[src/rtl/bram_port_arbiter.sv]
// Round-robin arbiter sharing one BRAM port among NREQ requesters, with read-data routing.
// Define BRAM_ARB_FIXED_PRIO_EN for fixed priority (lowest index wins) instead of round-robin.
module bram_port_arbiter #(
    parameter int unsigned NREQ       = 4,
    parameter int unsigned INDEXWIDTH = 9,
    parameter int unsigned WIDTH      = 8
) (
    input  logic                       clk,
    input  logic                       rst_n,
    input  logic                       arb_en,
    input  logic [NREQ-1:0]            req,
    input  logic [NREQ-1:0]            we,
    input  logic [NREQ*INDEXWIDTH-1:0] addr,
    input  logic [NREQ*WIDTH-1:0]      wdata,
    output logic [NREQ-1:0]            gnt,
    output logic [NREQ-1:0]            rvalid,
    output logic [WIDTH-1:0]           rdata,
    output logic                       bram_en,
    output logic                       bram_we,
    output logic                       bram_ssr,
    output logic [INDEXWIDTH-1:0]      bram_addr,
    output logic [WIDTH-1:0]           bram_din,
    input  logic [WIDTH-1:0]           bram_dout,
    input  logic                       bram_dack,
    output logic                       err
);

    localparam int unsigned PTRW = (NREQ > 1) ? $clog2(NREQ) : 1;

    logic [INDEXWIDTH-1:0] addr_a  [NREQ];
    logic [WIDTH-1:0]      wdata_a [NREQ];

    logic [PTRW-1:0]       cand;
    logic [PTRW-1:0]       gnt_idx;
    logic                  gnt_any;
    logic                  sel_we;
    logic [INDEXWIDTH-1:0] sel_addr;
    logic [WIDTH-1:0]      sel_din;

    logic                  s1_valid;
    logic                  s2_valid;
    logic [PTRW-1:0]       s1_idx;
    logic [PTRW-1:0]       s2_idx;

    // Unpack the flat request buses so the grant mux indexes by requester number.
    for (genvar g = 0; g < int'(NREQ); g++) begin : g_unpack
        assign addr_a[g]  = addr[g*INDEXWIDTH +: INDEXWIDTH];
        assign wdata_a[g] = wdata[g*WIDTH +: WIDTH];
    end

`ifndef BRAM_ARB_FIXED_PRIO_EN
    logic [PTRW-1:0] ptr;

    // Search starts just past the last winner so every requester gets a turn.
    always_ff @(posedge clk or negedge rst_n) begin
        if (!rst_n) begin
            ptr <= '0;
        end else if (gnt_any) begin
            ptr <= (gnt_idx == PTRW'(NREQ - 1)) ? '0 : gnt_idx + 1'b1;
        end
    end
`endif

    always_comb begin
        gnt      = '0;
        gnt_any  = 1'b0;
        gnt_idx  = '0;
        cand     = '0;
        sel_we   = 1'b0;
        sel_addr = '0;
        sel_din  = '0;
        if (arb_en) begin
            for (int unsigned k = 0; k < NREQ; k++) begin
`ifdef BRAM_ARB_FIXED_PRIO_EN
                cand = PTRW'(k);
`else
                cand = PTRW'((32'(ptr) + k) % NREQ);
`endif
                if (!gnt_any && req[cand]) begin
                    gnt[cand] = 1'b1;
                    gnt_any   = 1'b1;
                    gnt_idx   = cand;
                    sel_we    = we[cand];
                    sel_addr  = addr_a[cand];
                    sel_din   = wdata_a[cand];
                end
            end
        end
    end

    // Issue register: address and data hold between accesses to save toggling.
    always_ff @(posedge clk or negedge rst_n) begin
        if (!rst_n) begin
            bram_en   <= 1'b0;
            bram_we   <= 1'b0;
            bram_addr <= '0;
            bram_din  <= '0;
        end else if (gnt_any) begin
            bram_en   <= 1'b1;
            bram_we   <= sel_we;
            bram_addr <= sel_addr;
            bram_din  <= sel_din;
        end else begin
            bram_en   <= 1'b0;
            bram_we   <= 1'b0;
        end
    end

    // Read tags line up with the BRAM's data return two cycles after the grant edge.
    always_ff @(posedge clk or negedge rst_n) begin
        if (!rst_n) begin
            s1_valid <= 1'b0;
            s1_idx   <= '0;
            s2_valid <= 1'b0;
            s2_idx   <= '0;
            err      <= 1'b0;
        end else begin
            s1_valid <= gnt_any & ~sel_we;
            s1_idx   <= gnt_idx;
            s2_valid <= s1_valid;
            s2_idx   <= s1_idx;
            if (s2_valid && !bram_dack) begin
                err <= 1'b1;
            end
        end
    end

    always_comb begin
        rvalid = '0;
        if (s2_valid && bram_dack) begin
            rvalid[s2_idx] = 1'b1;
        end
    end

    assign rdata    = bram_dout;
    assign bram_ssr = 1'b0;

endmodule
[config.mk]
export PLATFORM = sky130hd
export DESIGN_NAME = bram_port_arbiter
export DESIGN_NICKNAME = d
export VERILOG_FILES = /design/src/rtl/bram_port_arbiter.sv
export SDC_FILE = /design/constraint.sdc
export NUM_CORES = 1
export LEC_CHECK = 0
export ABC_AREA = 0
export ABC_CLOCK_PERIOD_IN_PS = 3930
export BUFFER_PORTS_ARGS = -buffer_cell sky130_fd_sc_hd__buf_4
export CAP_MARGIN = 20
export CORE_MARGIN = 10
export CORE_UTILIZATION = 53
export CTS_CLUSTER_SIZE = 14
export DETAILED_ROUTE_END_ITERATION = 16
export GPL_TIMING_DRIVEN = 1
export PLACE_DENSITY = 0.83
export SLEW_MARGIN = 5
export SYNTH_ARGS = -nofsm -noshare
export SYNTH_HDL_FRONTEND = slang
export SYNTH_SLANG_ARGS = --single-unit
export TNS_END_PERCENT = 30
[constraint.sdc]
create_clock -name clk -period 3.93 [get_ports clk]
set_input_delay 0.393 -clock clk [delete_from_list [all_inputs] [get_ports clk]]
set_output_delay 0.393 -clock clk [all_outputs]
set_load 0.05 [all_outputs]
# Yosys cells after proc, flatten, opt, wreduce, memory -nomap -nowiden
# Index checks and enable logic that the tools add are counted.
# word_totals
reg_bits	28
wordCells	142
inputBits	88
# classes
magnitude_cmp	14
muxes	90
n_eq_ne	1
bitwise_logic	9
n_reduce_logical	14
n_addsub	4
# op_table
cell	n
$mux W9	13
$mux W8	13
$bmux W9 S2	4
$bmux W8 S2	4
$mux W4	9
$mux W1	28
$bmux W1 S2	8
$lt A2 B3 Y1 const B	5
$ge A3 B3 Y1 const B	4
$mux W2	6
$not A2 Y3	4
$or A4 B4 Y4	3
$demux W1 S2	5
$ge A2 B1 Y1 const B	5
$logic_and A1 B1 Y1	10
$add A2 B1 Y2 const B	2
$add A2 B2 Y2 const B	2
$logic_not A1 Y1	4
$eq A2 B2 Y1 const B	1
$and A1 B1 Y1	1
$not A1 Y1	1

# Logic depth before layout (Yosys ltp)
# Gate-level depths: netlist (run 1).
# logic_depth
ltp_word	18
depth_mapped	13
depth_no_buf	7

# Worst setup path after synthesis (run 1)
# No wires, ideal clock.
# synth_path
kind	register to output
startpoint	reg ptr[0]
endpoint	out gnt[0]
slack_ns	-0.182
arrival_ns	3.719
path_buffers	5
stages_incl_launch_ff	13
cell_sequence	dfrtp_1 buf_6 buf_2 buf_2 inv_1 ha_1 mux4_2 nor2b_4 buf_6 buf_2 a221o_1 o21ai_0 a21boi_0
# synth_between
elab_chain_len	16
word_cells_on_any_way	54
cone_classes	add/sub: 3; order compare: 8; mux: 30; bitwise: 3; reduce/logical: 10
# synth_rtl
element	line_no	source
start, declared	52	logic [PTRW-1:0] ptr;
start signal, assigned	59	ptr <= (gnt_idx == PTRW'(NREQ - 1)) ? '0 : gnt_idx + 1'b1;
branches (longest 14 deep; another with $lt A2 B3 Y1)	--	
$mux W4 (*)	79	if (!gnt_any && req[cand]) begin
$mux W4 (*)	72	if (arb_en) begin
end, declared	15	output logic [NREQ-1:0] gnt,
# Mark *: on every way between the ends. The select of a mux whose other input is x is not followed.

# Final worst setup path (run 1)
# layout_path
startpoint	reg ptr[0]
endpoint	out gnt[1]
# The elaborated chain is that of the path after synthesis.

==> flow_metrics.tcl, run 1 <==
set metrics [dict create \
    rows 31 \
    synth_fp_nets 438 \
    ir_worst_vdd_uv 684.5 \
    synth_warnings 0 \
    synth-edff-count 0 \
    layout_common_cells "114 x buf_4, 74 x mux4_2, 26 x dfrtp_1" \
    cts_resized 0 \
    required_ps 3540 \
    synthArstFlopShare_pct 100.0 \
    tightest_slew_ps 920.5 \
    core_mm2 0.007253 \
    num_io_pins 125 \
    timing_worst_setup_path_type "register to primary output" \
    die_w_um 106.3 \
    tritoncts.num_buffers 3 \
    outcome "finished, final reports clean" \
    min_period_over_period_pct 92.88 \
    drive_above_1_share_pct 49.51 \
    drc 0 \
    synth_cells 344 \
    cp-end-kind "primary output" \
    finalCriticalPeriod_ps 3650 \
    crit_arrival_ps 3260 \
    hold_violations 0 \
    critPathLaunchType "register" \
    overflow 0 \
    path_max_fanout 24 \
    p_leak_nw 1.879 \
    final_antenna_net_count 0 \
    clockRootBuffer "clkbuf_8" \
    cts_htree_levels 1 \
    portBuffers 107 \
    grt_setup_unrepaired "false" \
    slew_viol_final 0 \
    yosysSeqAreaShare_pct 17.74 \
    synthToLayoutAreaGrowth_pct 19.99 \
    yosysTopAreaCellShare_pct 42.21 \
    gp_congestion 0.8190 \
    antenna_found_initial 0 \
    grt_max_degree 64 \
    fin_util_pct 65.33 \
    yosysUniqueCellTypes 48 \
    yosys_register_bits 28 \
    dp_slack_ps 552.2 \
    diodes 0 \
    routed_wl_um 11640 \
    setup_viol 0 \
    synth.area.top_cells "mux4_2 42%, dfrtp_1 18%, a221o_1 5.3%, a2111oi_0 3.8%, a211oi_1 3.2%" \
    p_per_area_mw_per_mm2 858.9 \
    fmax_ghz 0.2739 \
    vias_per_cell 7.035 \
    drt-initial-drc-count 396 \
    clkSlewWorstSetupHoldPaths_ps 100 \
    insertion_delay_ps 280 \
    grt_pass1_wl_um 18340 \
    dr.pass1.iters 5 \
    wire_per_inst_um 22.78 \
    drv_cap 0 \
    clock_path_buffers 2 \
    start_util_pct 54.44 \
    dpl.hpwl_um 8152 \
    n_fill_cell 545 \
    fin_ws_ps 279.7 \
    post_cts_buffers 0 \
    fin_tns_setup_ps 0 \
    synth_top_area_cell "mux4_2" \
    synthFlopType "dfrtp_1" \
    die_area_mm2 0.01130 \
    r2r_slack_ps 540 \
    hold_buffers 0 \
    clock-sinks 28 \
    first_global_vias 3641 \
    max-slew-margin-rel_pct 38.63 \
    layout.cells.most_common "buf_4" \
    fin_nets 507 \
    die_h_um 106.3 \
    syn_area_mm2 0.003949 \
    avgSynthCellArea_um2 11.48 \
    whs_ps 23.56 \
    grt_use_total_pct 19.47 \
    via_count 3595 \
    min_path_type "primary input to async pin" \
    cts_tree "done" \
    final.setup_skew_ps 5.320 \
]
-- cell usage after synthesis, types with 2 or more instances --
master / n
mux2_2: 2
a221o_1: 21
a31oi_1: 2
nor3_1: 4
ha_1: 6
and4b_1: 2
and3_1: 2
a21o_1: 3
buf_6: 3
mux4_2: 74
dfrtp_1: 28
nor3b_1: 3
nand2_1: 21
a21boi_0: 4
nor2_1: 24
clkbuf_1: 17
mux2i_1: 3
nand3_1: 2
a2111oi_0: 17
buf_1: 4
and2_1: 17
a21oi_1: 2
buf_2: 18
buf_4: 9
a311oi_1: 2
o21ai_0: 11
inv_1: 6
a211oi_1: 17
-- cell type report --
type,count,area [um2],area share (%)
well taps,99,123.9,2.614
repair buffers,115,867.1,18.30
inverters,6,22.52,0.4753
multi-input cells,259,2974,62.77
clock buffers,4,45.04,0.9506
flip-flops and latches,28,705.7,14.89
-- critical path: stages, from the launching register on --
cell and delay [ps]:
dfrtp_4 510, inv_1 210, ha_2 330, mux4_2 710, nor2b_4 440, a221o_1 200, o21ai_0 70, a21boi_0 240
buf_4 250
-- metal layers --
| layer | wire length (um) | vias up | global-route usage [%] | part of all wire [%] |
|---|---|---|---|---|
| met4 | 234 | 0 | 6.093 | 2.0 |
| met2 | 6329 | 212 | 35.20 | 54 |
| met5 | 0 | - | 0 | 0 |
| met3 | 1062 | 23 | 3.684 | 9.1 |
| met1 | 4015 | 1790 | 22.77 | 34 |
| li1 | - | 1570 | - | - |
-- per-stage QoR --
step / power, mW / cell area, um2 / cells
2_1_floorplan: 3.245 / 3949 / 344
3_3_place_gp: 3.783 / 4682 / 506
3_5_place_dp: 3.872 / 4682 / 506
4_1_cts: 4.054 / 4727 / 510
5_1_grt: 4.332 / 4738 / 511
6_report: 4.070 / 4738 / 511
-- report_power, final --
part	total, mW	switching, mW	internal (mW)
sequential	0.512	0.0871	0.425
combinational	3.39	1.82	1.57
clock	0.168	0.0952	0.0729
total	4.07	2.01	2.06
-- registers in the layout, summed over array words and instances, names as in the netlist --
name and count:
bram_addr 9, bram_din 8, bram_en 1, bram_we 1, err 1, ptr 2, s1_idx 2, s1_valid 1
s2_idx 2, s2_valid 1
-- cell families (layout without fill, tap and decap cells) --
kind of cell | after synthesis | after routing | share of synthesized area [%]
fa+ha+maj | 6 | 6 | 1.901
compound gates | 87 | 87 | 17.87
other cells | 1 | 1 | 0.09497
buf+inv | 57 | 125 | 7.414
xor+xnor | 1 | 1 | 0.2218
mux | 79 | 79 | 43.54
simple gates | 85 | 85 | 11.22
flops | 28 | 28 | 17.74
-- worst paths after layout --
check | startpoint | endpoint | cells past startpoint
setup / recovery | ptr[0] | gnt[1] | 8
hold / removal | rst_n | s2_idx[0] | 1
setup reg to reg | ptr[0] | bram_addr[8] | 8
hold reg to reg | s1_idx[1] | s2_idx[1] | 0
max in group asynchronous | rst_n | ptr[0] | 1
min in group clk | s1_idx[1] | s2_idx[1] | 0
(Power assumes the default switching activity.)
==> run 2, diff against run 1 <==
ABC_AREA = 1   (was 0)
CORE_UTILIZATION = 52   (was 53)
PLACE_DENSITY = 0.82   (was 0.83)
SETUP_SLACK_MARGIN = 0.4   (was not set)
==> run 2 against run 1 <==
  * Sequential power fell by 2%
  * Synthesized area decreased by 7.7%
  * Fmax is 11% higher
  * Largest cell class unchanged
==> flow_metrics.tcl, run 2 <==
set metrics [dict create \
    start_util_pct 53.66 \
    clock-sinks 28 \
    synth_cells 661 \
    synth_warnings 0 \
    drv_cap 0 \
    rows 30 \
    drive_above_1_share_pct 19.23 \
    first_global_vias 3895 \
    diodes 0 \
    layout_common_cells "232 x nand2_1, 112 x buf_4, 104 x o21ai_0" \
    path_buf_inv 4 \
    insertion_delay_ps 270 \
    whs_ps 24.82 \
    fin_util_pct 64.22 \
    grt_use_total_pct 19.76 \
    largest_reg_flops 9 \
    num_io_pins 125 \
    dr.pass1.iters 6 \
    wire_per_inst_um 14.07 \
    crit_arrival_ps 2890 \
    n_fill_cell 675 \
    cp_cell_sequence "buf_4, nand2_1, nand3_2, nand2_4, clkinv_2, nand2_2, nor2_4, nand2_1, nand2_1, o21ai_0, inv_1, buf_4" \
    avgSynthCellArea_um2 5.516 \
    yosysTopAreaCellShare_pct 23.88 \
    tritoncts.num_buffers 3 \
    antenna_found_initial 0 \
    min_period_over_period_pct 83.60 \
    finalCriticalPeriod_ps 3285 \
    die_area_mm2 0.01076 \
    fin_ws_ps 644.7 \
    critical_path.top_delay_family "simple AND/OR/NAND/NOR gates" \
    cts_tree "done" \
    fin_tns_setup_ps 0 \
    yosysSeqAreaShare_pct 19.22 \
    yosys_register_bits 28 \
    yosysUniqueCellTypes 30 \
    dp_cells 815 \
    synthFlopType "dfrtp_1" \
    fmax_ghz 0.3044 \
    max-slew-margin-rel_pct 54.67 \
    reg_top3 "bram_addr x9, bram_din x8" \
    synth_top_area_cell "nand2_1" \
    drc 0 \
    clkSlewWorstSetupHoldPaths_ps 100 \
    outcome "finished, final reports clean" \
    portBuffers 107 \
    slew_viol_final 0 \
    hold_violations 0 \
    crit_path_frequent_cell "nand2_1" \
    setup_viol 0 \
    cts_htree_levels 1 \
    min_path_type "primary input to async pin" \
    layout.cells.most_common "nand2_1" \
    grt_pass1_wl_um 18490 \
    dpl.hpwl_um 8806 \
    slowest_stage "buf_4" \
    synth.most_common_cell "nand2_1" \
    final_antenna_net_count 0 \
    tightest_slew_ps 680.0 \
    die_w_um 103.7 \
    overflow 0 \
    regMostFlops "bram_addr" \
    fin_nets 818 \
    p_leak_nw 2.357 \
    dp_slack_ps 707.1 \
    synthToLayoutAreaGrowth_pct 19.66 \
    critPathLaunchType "register" \
    final.setup_skew_ps 2.052 \
    synth.area.top_cells "nand2_1 24%, dfrtp_1 19%, o21ai_0 14%, inv_1 5.6%, nor2_1 5.5%" \
    clock_path_buffers 2 \
    p_per_area_mw_per_mm2 961.9 \
    timing_worst_setup_path_type "register to primary output" \
    path_max_fanout 76 \
    grt_setup_unrepaired "false" \
    die_h_um 103.7 \
    gp_congestion 0.8907 \
    vias_per_cell 5.283 \
    core_mm2 0.006794 \
    clockRootBuffer "clkbuf_8" \
    synth_fp_nets 755 \
    synth_commonest_cells "232 x nand2_1, 104 x o21ai_0, 54 x inv_1" \
    synthArstFlopShare_pct 100.0 \
    synth-edff-count 0 \
    required_ps 3540 \
    routed_wl_um 11520 \
    ir_worst_vdd_uv 646.8 \
    max_stage_delay_ps 500 \
    cp-end-kind "primary output" \
    drt-initial-drc-count 255 \
    syn_area_mm2 0.003646 \
    grt_max_degree 78 \
    via_count 4327 \
    final_cells 819 \
]
[run 2: what timing repair did]
item                                   CTS  global route
endpoints found under the hold margin    0             0
hold buffers                             0             0
setup endpoints to repair                2             0
setup buffers                            0             0
gates resized for setup                  1             0
[run 2: cell type report]
cell class / instances / area (um2) / area share, %
sequential: 28 / 704.4 / 16.15
timing repair buffer: 112 / 840.8 / 19.27
inverter: 60 / 226.5 / 5.191
tap: 96 / 120.1 / 2.753
multi-input combinational: 519 / 2416 / 55.38
clock buffer: 4 / 55.05 / 1.262
[run 2: where the power goes]
| part | total, mW | switching (mW) | internal [mW] |
|---|---|---|---|
| clock network | 0.180 | 0.0899 | 0.0897 |
| logic | 3.51 | 2.45 | 1.07 |
| registers | 0.504 | 0.0779 | 0.426 |
[run 2: metal layers]
layer  global-route usage (%)  share of wire (%)
met1                    23.94                 44
met2                    33.96                 47
met4                    7.256                3.3
met3                    3.470                5.5
met5                        0                  0
[run 2: kinds of logic (layout without fill, tap and decap cells)]
| logic type | Yosys count | in the layout | synth area share [%] |
|---|---|---|---|
| and+or+nand+nor | 340 | 340 | 38.71 |
| AOI/OAI and AO/OA | 171 | 171 | 24.98 |
| buffers and inverters | 114 | 176 | 14.65 |
| DFF | 28 | 28 | 19.22 |
| adders and majority gates | 6 | 6 | 2.059 |
| other | 1 | 1 | 0.1029 |
| muxes | 1 | 1 | 0.2745 |
[run 2: path summary, 6_finish.rpt]
check / start / endpoint / slack, ps / cells after the start
min in group clk: bram_dack / err / 300 / 2
min: rst_n / bram_din[0] / 20 / 1
max in group asynchronous: rst_n / ptr[0] / 3600 / 1
min reg2reg: s1_idx[0] / s2_idx[0] / 360 / 0
max: ptr[0] / gnt[2] / 640 / 12
max reg2reg: ptr[0] / ptr[1] / 1000 / 12
[run 2: stage by stage]
step	cell area [um2]	power, mW
2_1_floorplan	3646	3.315
3_5_place_dp	4303	3.987
5_1_grt	4363	4.639
6_report	4363	4.197
3_3_place_gp	4303	3.892
4_1_cts	4363	4.186
==> run 3, diff against run 2 <==
ABC_AREA = 0   (was 1)
ABC_CLOCK_PERIOD_IN_PS = 2700   (was 3930)
CORE_UTILIZATION = 48   (was 52)
PLACE_DENSITY = 0.79   (was 0.82)
clock period = 2.7 ns   (was 3.93 ns; I/O delays follow)
==> run 3 against run 2 <==
  * The run now ends with setup timing left
  * Worst hold slack better by 250 ps
  * Global-route usage decreased by 1.2 points
  * Worst setup slack worse by 770 ps
  * Critical endpoint unchanged
==> flow_metrics.tcl, run 3 (synthesized netlist as in run 1, its figures left out) <==
set metrics [dict create \
    min_period_over_period_pct 104.5 \
    portBuffers 107 \
    wire_per_inst_um 22.97 \
    min_path_type "primary input to register" \
    die_w_um 110.7 \
    via_count 3716 \
    reg_top3 "bram_addr x9, bram_din x8" \
    min_to "err" \
    finalCriticalPeriod_ps 2823 \
    r2r-start "ptr[0]" \
    core_mm2 0.008093 \
    drc 0 \
    crit_arrival_ps 2550 \
    clkSlewWorstSetupHoldPaths_ps 110 \
    drv_cap 0 \
    cp-end-kind "primary output" \
    timing.rr.end "bram_addr[1]" \
    max-slew-margin-rel_pct 59.01 \
    tightest_slew_ps 614.1 \
    fin_tns_setup_ps -418.4 \
    synthToLayoutAreaGrowth_pct 33.97 \
    path_buf_inv 3 \
    totalPowerFinal_mw 7.192 \
    layout_common_cells "119 x buf_4, 74 x mux4_2, 26 x dfrtp_1" \
    first_global_vias 3856 \
    dr.pass1.iters 4 \
    path_max_fanout 7 \
    slowest_stage "mux4_2" \
    overflow 0 \
    largest_reg_flops 9 \
    max_stage_delay_ps 540 \
    cts_tree "done" \
    required_ps 2430 \
    drt-initial-drc-count 266 \
    cp_cell_sequence "inv_6, ha_4, mux4_2, buf_12, nor2b_4, a221o_1, o21ai_2, a21boi_4, buf_6" \
    routed_wl_um 12380 \
    grt_setup_unrepaired "true" \
    antenna_found_initial 0 \
    dpl.hpwl_um 8380 \
    dp_slack_ps -223.0 \
    fmax_ghz 0.3543 \
    outcome "finished, violations left" \
    holdCritStartpoint "bram_dack" \
    grt_pass1_wl_um 19420 \
    p_per_area_mw_per_mm2 1359 \
    regMostFlops "bram_addr" \
    setup_viol 4 \
    slew_viol_final 0 \
    layout.cells.most_common "buf_4" \
    critical_path.top_delay_family "multiplexers" \
    insertion_delay_ps 280 \
    grt_use_total_pct 18.54 \
    holdPathStages 3 \
    clock_path_buffers 2 \
    start_util_pct 48.79 \
    whs_ps 275.7 \
    rows 33 \
    diodes 0 \
    clock-sinks 28 \
    final.setup_skew_ps 9.104 \
    cts_htree_levels 1 \
    timing_worst_setup_path_type "register to primary output" \
    drive_above_1_share_pct 58.06 \
    hold_violations 0 \
    p_leak_nw 2.109 \
    critPathLaunchType "register" \
    ir_worst_vdd_uv 728.0 \
    final_antenna_net_count 0 \
    clockRootBuffer "clkbuf_8" \
    vias_per_cell 6.894 \
    die_h_um 110.7 \
    num_io_pins 125 \
    gp_congestion 0.8172 \
    place_area_mm2 0.004845 \
    grt_max_degree 59 \
    tritoncts.num_buffers 3 \
    fin_ws_ps -122.5 \
    reg2reg_depth 11 \
    r2r_slack_ps 30 \
    violations "setup timing" \
    fin_area_mm2 0.005290 \
    fin_nets 529 \
    die_area_mm2 0.01225 \
]
==> run 3: cell types whose count changed in the layout (fill, tap and decap cells not counted), moves of 10 or more <==
cell,previous run,this run
nand3_1,32,2
a221o_1,0,21
a211oi_1,0,10
nor2_1,53,24
nand2_1,232,21
o21ai_0,104,6
a21oi_1,20,0
inv_1,54,5
o21ai_1,24,1
o211ai_1,17,0
and2_1,0,17
mux4_2,0,74
==> run 3: what timing repair did <==
| item | in CTS | in global routing |
|---|---|---|
| setup endpoints to repair | 26 | 27 |
| endpoints found under the hold margin | 28 | 0 |
| buffers inserted | 7 | 3 |
| cloned | 1 | 2 |
| gates resized for setup | 34 | 19 |
| pin swaps | 35 | 2 |
| hold buffers | 1 | 0 |
==> run 3: layout make-up <==
type | instances | area (um2)
Fill cell | 605 | 2803
Sequential cell | 28 | 705.7
Tap cell | 105 | 131.4
Inverter | 6 | 27.53
Clock inverter | 1 | 30.03
Multi-Input combinational cell | 259 | 3159
Clock buffer | 3 | 41.29
Timing Repair Buffer | 137 | 1195
==> run 3: power breakdown <==
| group | internal (mW) | switching, mW | leakage, nW | total [mW] |
|---|---|---|---|---|
| sequential | 0.618 | 0.133 | 0.341 | 0.751 |
| clock | 0.199 | 0.149 | 0.0357 | 0.347 |
| combinational | 3.03 | 3.06 | 1.73 | 6.09 |
| total | 3.85 | 3.34 | 2.11 | 7.19 |
==> run 3: metal layers <==
metal	GRT usage (%)	up-vias	routed length, um	part of all wire, %
li1	-	1612	-	-
met1	22.67	1891	4773	39
met2	32.67	187	6560	53
met3	2.543	26	800	6.5
met4	6.163	0	245	2.0
met5	0	-	0	0
==> run 3: worst max-delay path by stage <==
stage                start      endpoint  slack (ps)  cells after the start
floorplan           ptr[0]        gnt[0]        -170                     12
global placement    ptr[0]  bram_addr[7]        -140                      6
detailed placement  ptr[0]  bram_addr[7]        -220                      6
CTS                 ptr[0]        gnt[2]         -80                      9
global route        ptr[0]        gnt[2]        -200                      9
finish              ptr[0]        gnt[2]        -120                      9
==> run 3: tightest hold or removal path: cells and delay by family <==
family | cells | cell delay [ps]
buffers and inverters | 2 | 170
AOI/OAI and AO/OA | 1 | 90
==> run 3: metrics by stage <==
stage | std cells | utilization (%)
floorplan | 344 | -
global placement | 521 | 59.86
detailed placement | 521 | 59.86
CTS | 534 | 63.70
global route | 539 | 65.37
finish | 539 | 65.37
